File: src/rtl/bcd_down_counter_2digits_pkg.sv
// Shared definitions for the lab counters: FSM encodings, BCD digit limit and digit clamp helper.
package lab6_pkg;

  typedef logic [1:0] state_t;

  localparam state_t IDLE   = 2'b00;
  localparam state_t RUN    = 2'b01;
  localparam state_t PAUSED = 2'b10;
  localparam state_t DONE   = 2'b11;

  localparam logic [3:0] BCD_MAX_DIGIT = 4'd9;

  // Any nibble above 9 is clamped to 9 so the counter never holds a non-BCD digit.
  function automatic logic [3:0] bcd_sanitise(input logic [3:0] digit);
    return (digit > BCD_MAX_DIGIT) ? BCD_MAX_DIGIT : digit;
  endfunction

endpackage

File: src/rtl/bcd_down_counter_2digits_if.sv
// Control/status bundle of the two-digit BCD down-counter; state is exported for observation.
interface bcd_down_counter_2digits_if;
  import lab6_pkg::*;

  // Control inputs are level signals sampled on the falling clk edge; there is no
  // ready back-pressure: a request is taken on every falling edge it is high.
  logic       load;
  logic [7:0] load_val;
  logic       start;
  logic       pause;
  logic [7:0] count;
  logic       busy;
  logic       done;
  state_t     state;

  modport master (
    output load, load_val, start, pause,
    input  count, busy, done, state
  );

  modport slave (
    input  load, load_val, start, pause,
    output count, busy, done, state
  );

endinterface

File: src/rtl/bcd_down_counter_2digits_digit_down.sv
// One BCD digit counting down 9..0 on the falling clk edge; borrow_out flags a digit of 0.
module bcd_digit_down
  import lab6_pkg::*;
(
  input  logic       clk,
  input  logic       reset_n,
  input  logic       en,
  input  logic       ld,
  input  logic [3:0] ld_val,
  output logic [3:0] digit,
  output logic       borrow_out
);

  always_ff @(negedge clk or negedge reset_n) begin
    if (!reset_n) begin
      digit <= 4'd0;
    end else if (ld) begin
      digit <= bcd_sanitise(ld_val);
    end else if (en) begin
      digit <= (digit == 4'd0) ? BCD_MAX_DIGIT : digit - 4'd1;
    end
  end

  // A decrement of a zero digit wraps to 9 and must borrow from the next digit.
  assign borrow_out = (digit == 4'd0);

endmodule

File: src/rtl/bcd_down_counter_2digits.sv
// Loadable two-digit BCD down-counter (99..00) with pause, prescaler and done pulse.
// Optional macro BCD_AUTO_RELOAD_EN restarts from the last loaded value on reaching 00.
module bcd_down_counter_2digits
  import lab6_pkg::*;
#(
  parameter int TICK_DIV = 1
) (
  input  logic                        clk,
  input  logic                        reset_n,
  bcd_down_counter_2digits_if.slave   bus
);

  localparam logic [3:0] TICK_LAST = 4'(TICK_DIV - 1);

  state_t     state, state_nxt;
  logic [3:0] presc, presc_nxt;
  logic       done_q, done_nxt;
  logic [3:0] ones, tens;
  logic       ones_borrow, tens_borrow;
  logic       count_zero;
  logic [7:0] load_san;
  logic       dig_ld;
  logic [7:0] dig_ld_val;
  logic       dec;
  logic       tick;

  assign load_san   = {bcd_sanitise(bus.load_val[7:4]), bcd_sanitise(bus.load_val[3:0])};
  assign count_zero = ones_borrow & tens_borrow;
  assign tick       = (presc == TICK_LAST);

`ifdef BCD_AUTO_RELOAD_EN
  logic [7:0] reload_q;

  always_ff @(negedge clk or negedge reset_n) begin
    if (!reset_n) begin
      reload_q <= 8'h00;
    end else if (bus.load) begin
      reload_q <= load_san;
    end
  end
`endif

  always_comb begin
    state_nxt  = state;
    presc_nxt  = presc;
    done_nxt   = 1'b0;
    dig_ld     = 1'b0;
    dig_ld_val = load_san;
    dec        = 1'b0;
    case (state)
      // DONE lasts one edge and then reacts to load/start exactly like IDLE.
      IDLE, DONE: begin
        presc_nxt = 4'd0;
        dig_ld    = bus.load;
        if (bus.start && (bus.load ? (load_san != 8'h00) : !count_zero)) begin
          state_nxt = RUN;
        end else begin
          state_nxt = IDLE;
        end
      end
      RUN: begin
        if (bus.load) begin
          dig_ld    = 1'b1;
          presc_nxt = 4'd0;
        end else if (bus.pause) begin
          state_nxt = PAUSED;
        end else if (tick) begin
          presc_nxt = 4'd0;
          if (count_zero) begin
            // 00 is terminal: never decremented, just drop back to IDLE.
            state_nxt = IDLE;
          end else if (ones == 4'd1 && tens == 4'd0) begin
            done_nxt = 1'b1;
`ifdef BCD_AUTO_RELOAD_EN
            if (reload_q != 8'h00) begin
              dig_ld     = 1'b1;
              dig_ld_val = reload_q;
            end else begin
              dec       = 1'b1;
              state_nxt = DONE;
            end
`else
            dec       = 1'b1;
            state_nxt = DONE;
`endif
          end else begin
            dec = 1'b1;
          end
        end else begin
          presc_nxt = presc + 4'd1;
        end
      end
      PAUSED: begin
        if (bus.load) begin
          dig_ld    = 1'b1;
          presc_nxt = 4'd0;
        end
        if (!bus.pause && bus.start) begin
          state_nxt = RUN;
        end
      end
      default: state_nxt = IDLE;
    endcase
  end

  always_ff @(negedge clk or negedge reset_n) begin
    if (!reset_n) begin
      state  <= IDLE;
      presc  <= 4'd0;
      done_q <= 1'b0;
    end else begin
      state  <= state_nxt;
      presc  <= presc_nxt;
      done_q <= done_nxt;
    end
  end

  bcd_digit_down u_ones (
    .clk        (clk),
    .reset_n    (reset_n),
    .en         (dec),
    .ld         (dig_ld),
    .ld_val     (dig_ld_val[3:0]),
    .digit      (ones),
    .borrow_out (ones_borrow)
  );

  // Tens only moves when the ones digit wraps from 0 to 9.
  bcd_digit_down u_tens (
    .clk        (clk),
    .reset_n    (reset_n),
    .en         (dec & ones_borrow),
    .ld         (dig_ld),
    .ld_val     (dig_ld_val[7:4]),
    .digit      (tens),
    .borrow_out (tens_borrow)
  );

  assign bus.count = {tens, ones};
  assign bus.busy  = (state == RUN);
  assign bus.done  = done_q;
  assign bus.state = state;

endmodule

File: src/flat_wrapper.sv
// flat-port wrapper written by rule: the top's interface ports become plain ports
module bcd_down_counter_2digits_flat import lab6_pkg::*;
#(
  parameter int TICK_DIV = 1
)
  (clk, reset_n, bus_load, bus_load_val, bus_start, bus_pause, bus_count, bus_busy, bus_done, bus_state);
  bcd_down_counter_2digits_if bus_i ();
  input  logic clk;
  input  logic reset_n;
  input wire logic [$bits(bus_i.load)-1:0] bus_load;
  input wire logic [$bits(bus_i.load_val)-1:0] bus_load_val;
  input wire logic [$bits(bus_i.start)-1:0] bus_start;
  input wire logic [$bits(bus_i.pause)-1:0] bus_pause;
  output wire logic [$bits(bus_i.count)-1:0] bus_count;
  output wire logic [$bits(bus_i.busy)-1:0] bus_busy;
  output wire logic [$bits(bus_i.done)-1:0] bus_done;
  output wire logic [$bits(bus_i.state)-1:0] bus_state;
  assign bus_i.load = bus_load;
  assign bus_i.load_val = bus_load_val;
  assign bus_i.start = bus_start;
  assign bus_i.pause = bus_pause;
  assign bus_count = bus_i.count;
  assign bus_busy = bus_i.busy;
  assign bus_done = bus_i.done;
  assign bus_state = bus_i.state;
  bcd_down_counter_2digits #(.TICK_DIV(TICK_DIV)) u_core (.clk(clk), .reset_n(reset_n), .bus(bus_i));
endmodule
File: config.mk
export PLATFORM = sky130hd
export DESIGN_NAME = bcd_down_counter_2digits_flat
export DESIGN_NICKNAME = d
export VERILOG_FILES = /design/src/rtl/bcd_down_counter_2digits_pkg.sv /design/src/rtl/bcd_down_counter_2digits_if.sv /design/src/rtl/bcd_down_counter_2digits_digit_down.sv /design/src/rtl/bcd_down_counter_2digits.sv /design/src/flat_wrapper.sv
export SDC_FILE = /design/constraint.sdc
export NUM_CORES = 1
export LEC_CHECK = 0
export BUFFER_PORTS_ARGS = -buffer_cell sky130_fd_sc_hd__buf_2
export CAP_MARGIN = 10
export CELL_PAD_IN_SITES_DETAIL_PLACEMENT = 0
export CELL_PAD_IN_SITES_GLOBAL_PLACEMENT = 1
export CORE_UTILIZATION = 38
export DETAILED_ROUTE_END_ITERATION = 10
export MAX_ROUTING_LAYER = met4
export PLACE_DENSITY_LB_ADDON = 0.1
export SLEW_MARGIN = 20
export SYNTH_ARGS = -nofsm -noshare
export SYNTH_HDL_FRONTEND = slang
export SYNTH_SLANG_ARGS = --single-unit
File: constraint.sdc
create_clock -name clk -period 2.23 [get_ports clk]
set_input_delay 0 -clock clk [delete_from_list [all_inputs] [get_ports clk]]
set_output_delay 0 -clock clk [all_outputs]
set_load 0.005 [all_outputs]
# [Word-level counts from Yosys, hierarchy flattened]
# Cells that the tools add are included.
[totals] ff_bits=15 out_inout_bits=12 elab_cells=77
[op_classes] n_addsub=3 n_lt_le_gt_ge=4 eq_ne=10 n_mux=37 bitwise_logic=2 reduce_logical=16
[ops] operator="2-to-1 mux 4 bit" n=14
[ops] operator="greater-than comparator 4 bit, second input constant" n=4
[ops] operator="2-to-1 mux 1 bit" n=14
[ops] operator="zero test 4 bit" n=3
[ops] operator="2-to-1 mux 2 bit" n=6
[ops] operator="case mux 4 bit (3 select lines)" n=1
[ops] operator="nonzero test 8 bit" n=1
[ops] operator="subtractor 4 x 1 -> 4 bit, second input constant" n=2
[ops] operator="case mux 2 bit (3 select lines)" n=1
[ops] operator="adder 4 x 1 -> 4 bit, second input constant" n=1
[ops] operator="equality test 2 bit, second input constant" n=2
[ops] operator="equality test 4 x 1 -> 1 bit, second input constant" n=1
[ops] operator="inequality test 2 bit, second input constant" n=2
[ops] operator="inequality test 4 x 2 -> 1 bit, second input constant" n=1
[ops] operator="AND reduction 4 bit" n=1
[ops] operator="nonzero test 2 bit" n=2
[ops] operator="OR reduction 2 bit" n=2
[ops] operator="logical AND 1 bit" n=3
[ops] operator="inequality test 3 x 2 -> 1 bit, second input constant" n=1
[ops] operator="inequality test 3 bit, second input constant" n=1
[ops] operator="bitwise AND 1 bit" n=2
[ops] operator="equality test 2 x 1 -> 1 bit, second input constant" n=1
[ops] operator="zero test 1 bit" n=2
[ops] operator="zero test 2 bit" n=1
[ops] operator="3 further kinds" n=3

# [Longest topological paths before layout]
[logic_depth] ltp_word=10 depth_mapped=6 depth_no_buf=6

# [Modules after synthesis]
# Synthesis repeated with hierarchy kept, for this count alone.
[unflattened] cells_unflattened=114 hier_area_um2=1041.0
[by_module_without_submodules] mod="bcd_down_counter_2digits" instances=1 cells_per_inst=68 area_each_um2=568.0
[by_module_without_submodules] mod="bcd_digit_down" instances=2 cells_per_inst=23 area_each_um2=236.5

==> results_dict.tcl <==
set metrics [dict create \
    status "finished clean" \
    areaGrowthSynthToFinish_pct 28.8 \
    timing.hold.ws_ps 466 \
    cts_buffers 3 \
    root_buffer "clkbuf_4" \
    skew_ps 7.16 \
    synth.area.mux_share_pct 9.56 \
    criticalPathCategory "reg -> out" \
    synthTopCellsByCount "dfrtn_1, nand2_1, nor2_1, inv_1, mux2i_1" \
    grt_pass1_wl_um 4040 \
    netlist_area_um2 995 \
    synth_warnings 0 \
    antenna_found_initial 0 \
    fillers 261 \
    synth_top_family_by_area "simple AND/OR/NAND/NOR gates" \
    setup_viol 0 \
    hp-class "reg -> reg" \
    multi_input_area_um2 593 \
    wl_per_cell_um 13.9 \
    overflow 0 \
    drive_gt1_share_pct 37.0 \
    grt_max_degree 16 \
    synth_seq_cells 15 \
    ctsLongestPathBuffers 2 \
    synth-xor-area-share_pct 0.881 \
    io_pins 25 \
    routabilityCongestion 0.789 \
    cpMaxStageDelayCell "dfrtn_1" \
    drt_wl_total_um 2460 \
    synth-edff-count 0 \
    ff_latch_area_um2 375 \
    via_per_inst 5.41 \
    path_cells "inv_2 > ha_4 > buf_2" \
    grt_pass1_vias 892 \
    required_ps 2230 \
    cp_max_fo 4 \
    synth.area.top_cells "dfrtn_1, ha_1, mux2i_1" \
    hold_buffers 0 \
    clock_sinks 15 \
    cap_violations 0 \
    yosys.area.top_type "dfrtn_1" \
    seq_area_frac_synth_pct 37.7 \
    hold_viol 0 \
    rsz0062_at_grt "no" \
    synthDistinctLibCells 42 \
    p_per_area_nw_per_um2 743 \
    slowest_delay_ps 430 \
    fin_setup_tns_ps 0 \
    synth-main-ff-cell "dfrtn_1" \
    io_buffers 24 \
    fin_cells 176 \
    drc_errors 0 \
    ff2ff_setup_slack_ps 150 \
    p_leak_nw 0.618 \
    fin_nets 164 \
    first_iter_violations 16 \
    syn_nets 124 \
    ir_drop_uv 482 \
    setup.worst_path.start_class "flip-flop" \
    synthCells 107 \
    start_util_pct 40.2 \
    cts_tree "done" \
    place_inst 170 \
    max_slew_margin_pct 61.2 \
    core_um2 2480 \
    tightest_slew_ps 577 \
    synth.most_common_cell "dfrtn_1" \
    async_flop_share_pct 100 \
    drt_pass1_iterations 5 \
    ant_nets 0 \
    cts_htree_levels 1 \
    synth_top_area_share_pct 37.7 \
    syn_area_per_cell_um2 9.30 \
    finalMaxSlewViolations 0 \
    hpwl_um 1880 \
    vias 953 \
    path_clk_slew_ps 70 \
    grtUsageTotal_pct 20.9 \
    synth_compound_area_share_pct 18.7 \
    num_rows 18 \
    arrival_ps 2180 \
    diodes 0 \
    synthAdderAreaFrac_pct 5.03 \
    endpoint_kind "primary output" \
    dieArea_um2 2830 \
    synth_simple_gate_area_share_pct 24.2 \
    clkLatencyLatePin_ps 290 \
    die_w_um 53.2 \
    dieHeight_um 53.2 \
]
==> per-layer routing <==
layer | wire (um) | share of wire, % | GRT usage (%) | up-vias
li1 | - | - | - | 473
met1 | 1180 | 48 | 25.8 | 457
met2 | 1150 | 47 | 33.5 | 19
met3 | 81 | 3.3 | 3.45 | 4
met4 | 40 | 1.6 | 9.21 | 0
met5 | 0 | 0 | - | -
==> layout make-up <==
| cell class | count | area share (%) |
|---|---|---|
| clock inverters | 1 | 0.391 |
| inverters | 8 | 2.34 |
| flip-flops and latches | 15 | 29.3 |
| clock buffers | 3 | 1.76 |
| repair buffers | 37 | 17.0 |
| well taps | 30 | 2.93 |
| multi-input cells | 82 | 46.3 |
==> cell families after synthesis <==
kind of cell | count (synthesis)
simple gates | 43
compound gates | 25
flops | 15
buf+inv | 10
mux | 9
fa+ha+maj | 4
xor+xnor | 1
==> sequential cells by signal (all words and copies together) (netlist names) <==
signal,count
u_core.u_ones.digit,4
u_core.u_tens.digit,4
u_core.bus.done,1
u_core.presc,4
u_core.bus.state,2
==> layout by cell type, fill, tap and decap left out, types with 2 or more instances in the layout <==
| cell | instances |
|---|---|
| a21oi_1 | 4 |
| a31oi_1 | 2 |
| buf_2 | 24 |
| buf_4 | 13 |
| clkbuf_4 | 3 |
| dfrtn_1 | 15 |
| ha_1 | 3 |
| inv_1 | 7 |
| mux2_2 | 4 |
| mux2i_1 | 5 |
| nand2_1 | 10 |
| nand2b_1 | 2 |
| nor2_1 | 10 |
| nor3_1 | 4 |
| nor3b_1 | 2 |
| nor4_1 | 2 |
| nor4b_1 | 2 |
| o21a_1 | 2 |
| o21ai_0 | 3 |
| o22ai_1 | 3 |
==> stage by stage <==
stage	area, um^2	setup slack (ps)	util (%)	power (W)
floorplan	995	25.4	-	0.000606
global placement	1230	-131	49.5	0.000744
detailed placement	1230	-127	49.5	0.000749
CTS	1260	2.38	51.0	0.000933
global route	1280	1.36	51.7	0.00103
finish	1280	51.9	51.7	0.000952
==> where the power goes <==
part | internal (W) | switching, W | total [W]
combinational | 0.000212 | 0.000206 | 0.000419
sequential | 0.000315 | 0.0000543 | 0.000369
clock | 0.0000668 | 0.0000975 | 0.000164
==> critical path: cells and delay by family (launching register included) <==
family                     cells  cell delay, ps
adders and majority gates      1             170
DFF                            1             430
buffers and inverters          2             180
==> worst paths after layout <==
check,end,from,cells past startpoint
hold / removal,u_core.presc[2]$_DFFE_NN0P_,u_core.presc[2]$_DFFE_NN0P_,1
max in group asynchronous,u_core.u_ones.digit[3]$_DFFE_NN0P_,reset_n,1
setup reg to reg,u_core.u_ones.digit[3]$_DFFE_NN0P_,u_core.presc[0]$_DFFE_NN0P_,6
min in group asynchronous,u_core.presc[3]$_DFFE_NN0P_,reset_n,1
setup / recovery,bus_busy,u_core.bus.state[1]$_DFFE_NN0P_,3
hold reg to reg,u_core.presc[2]$_DFFE_NN0P_,u_core.presc[2]$_DFFE_NN0P_,1
==> repair_timing <==
item | in CTS | in global routing
gates cloned | 0 | 0
resized for setup | 1 | 2
endpoints found under the setup margin | 1 | 1
buffers inserted | 1 | 1
endpoints found under the hold margin | 0 | 0
Note: power is estimated with default switching activity, not from simulation.
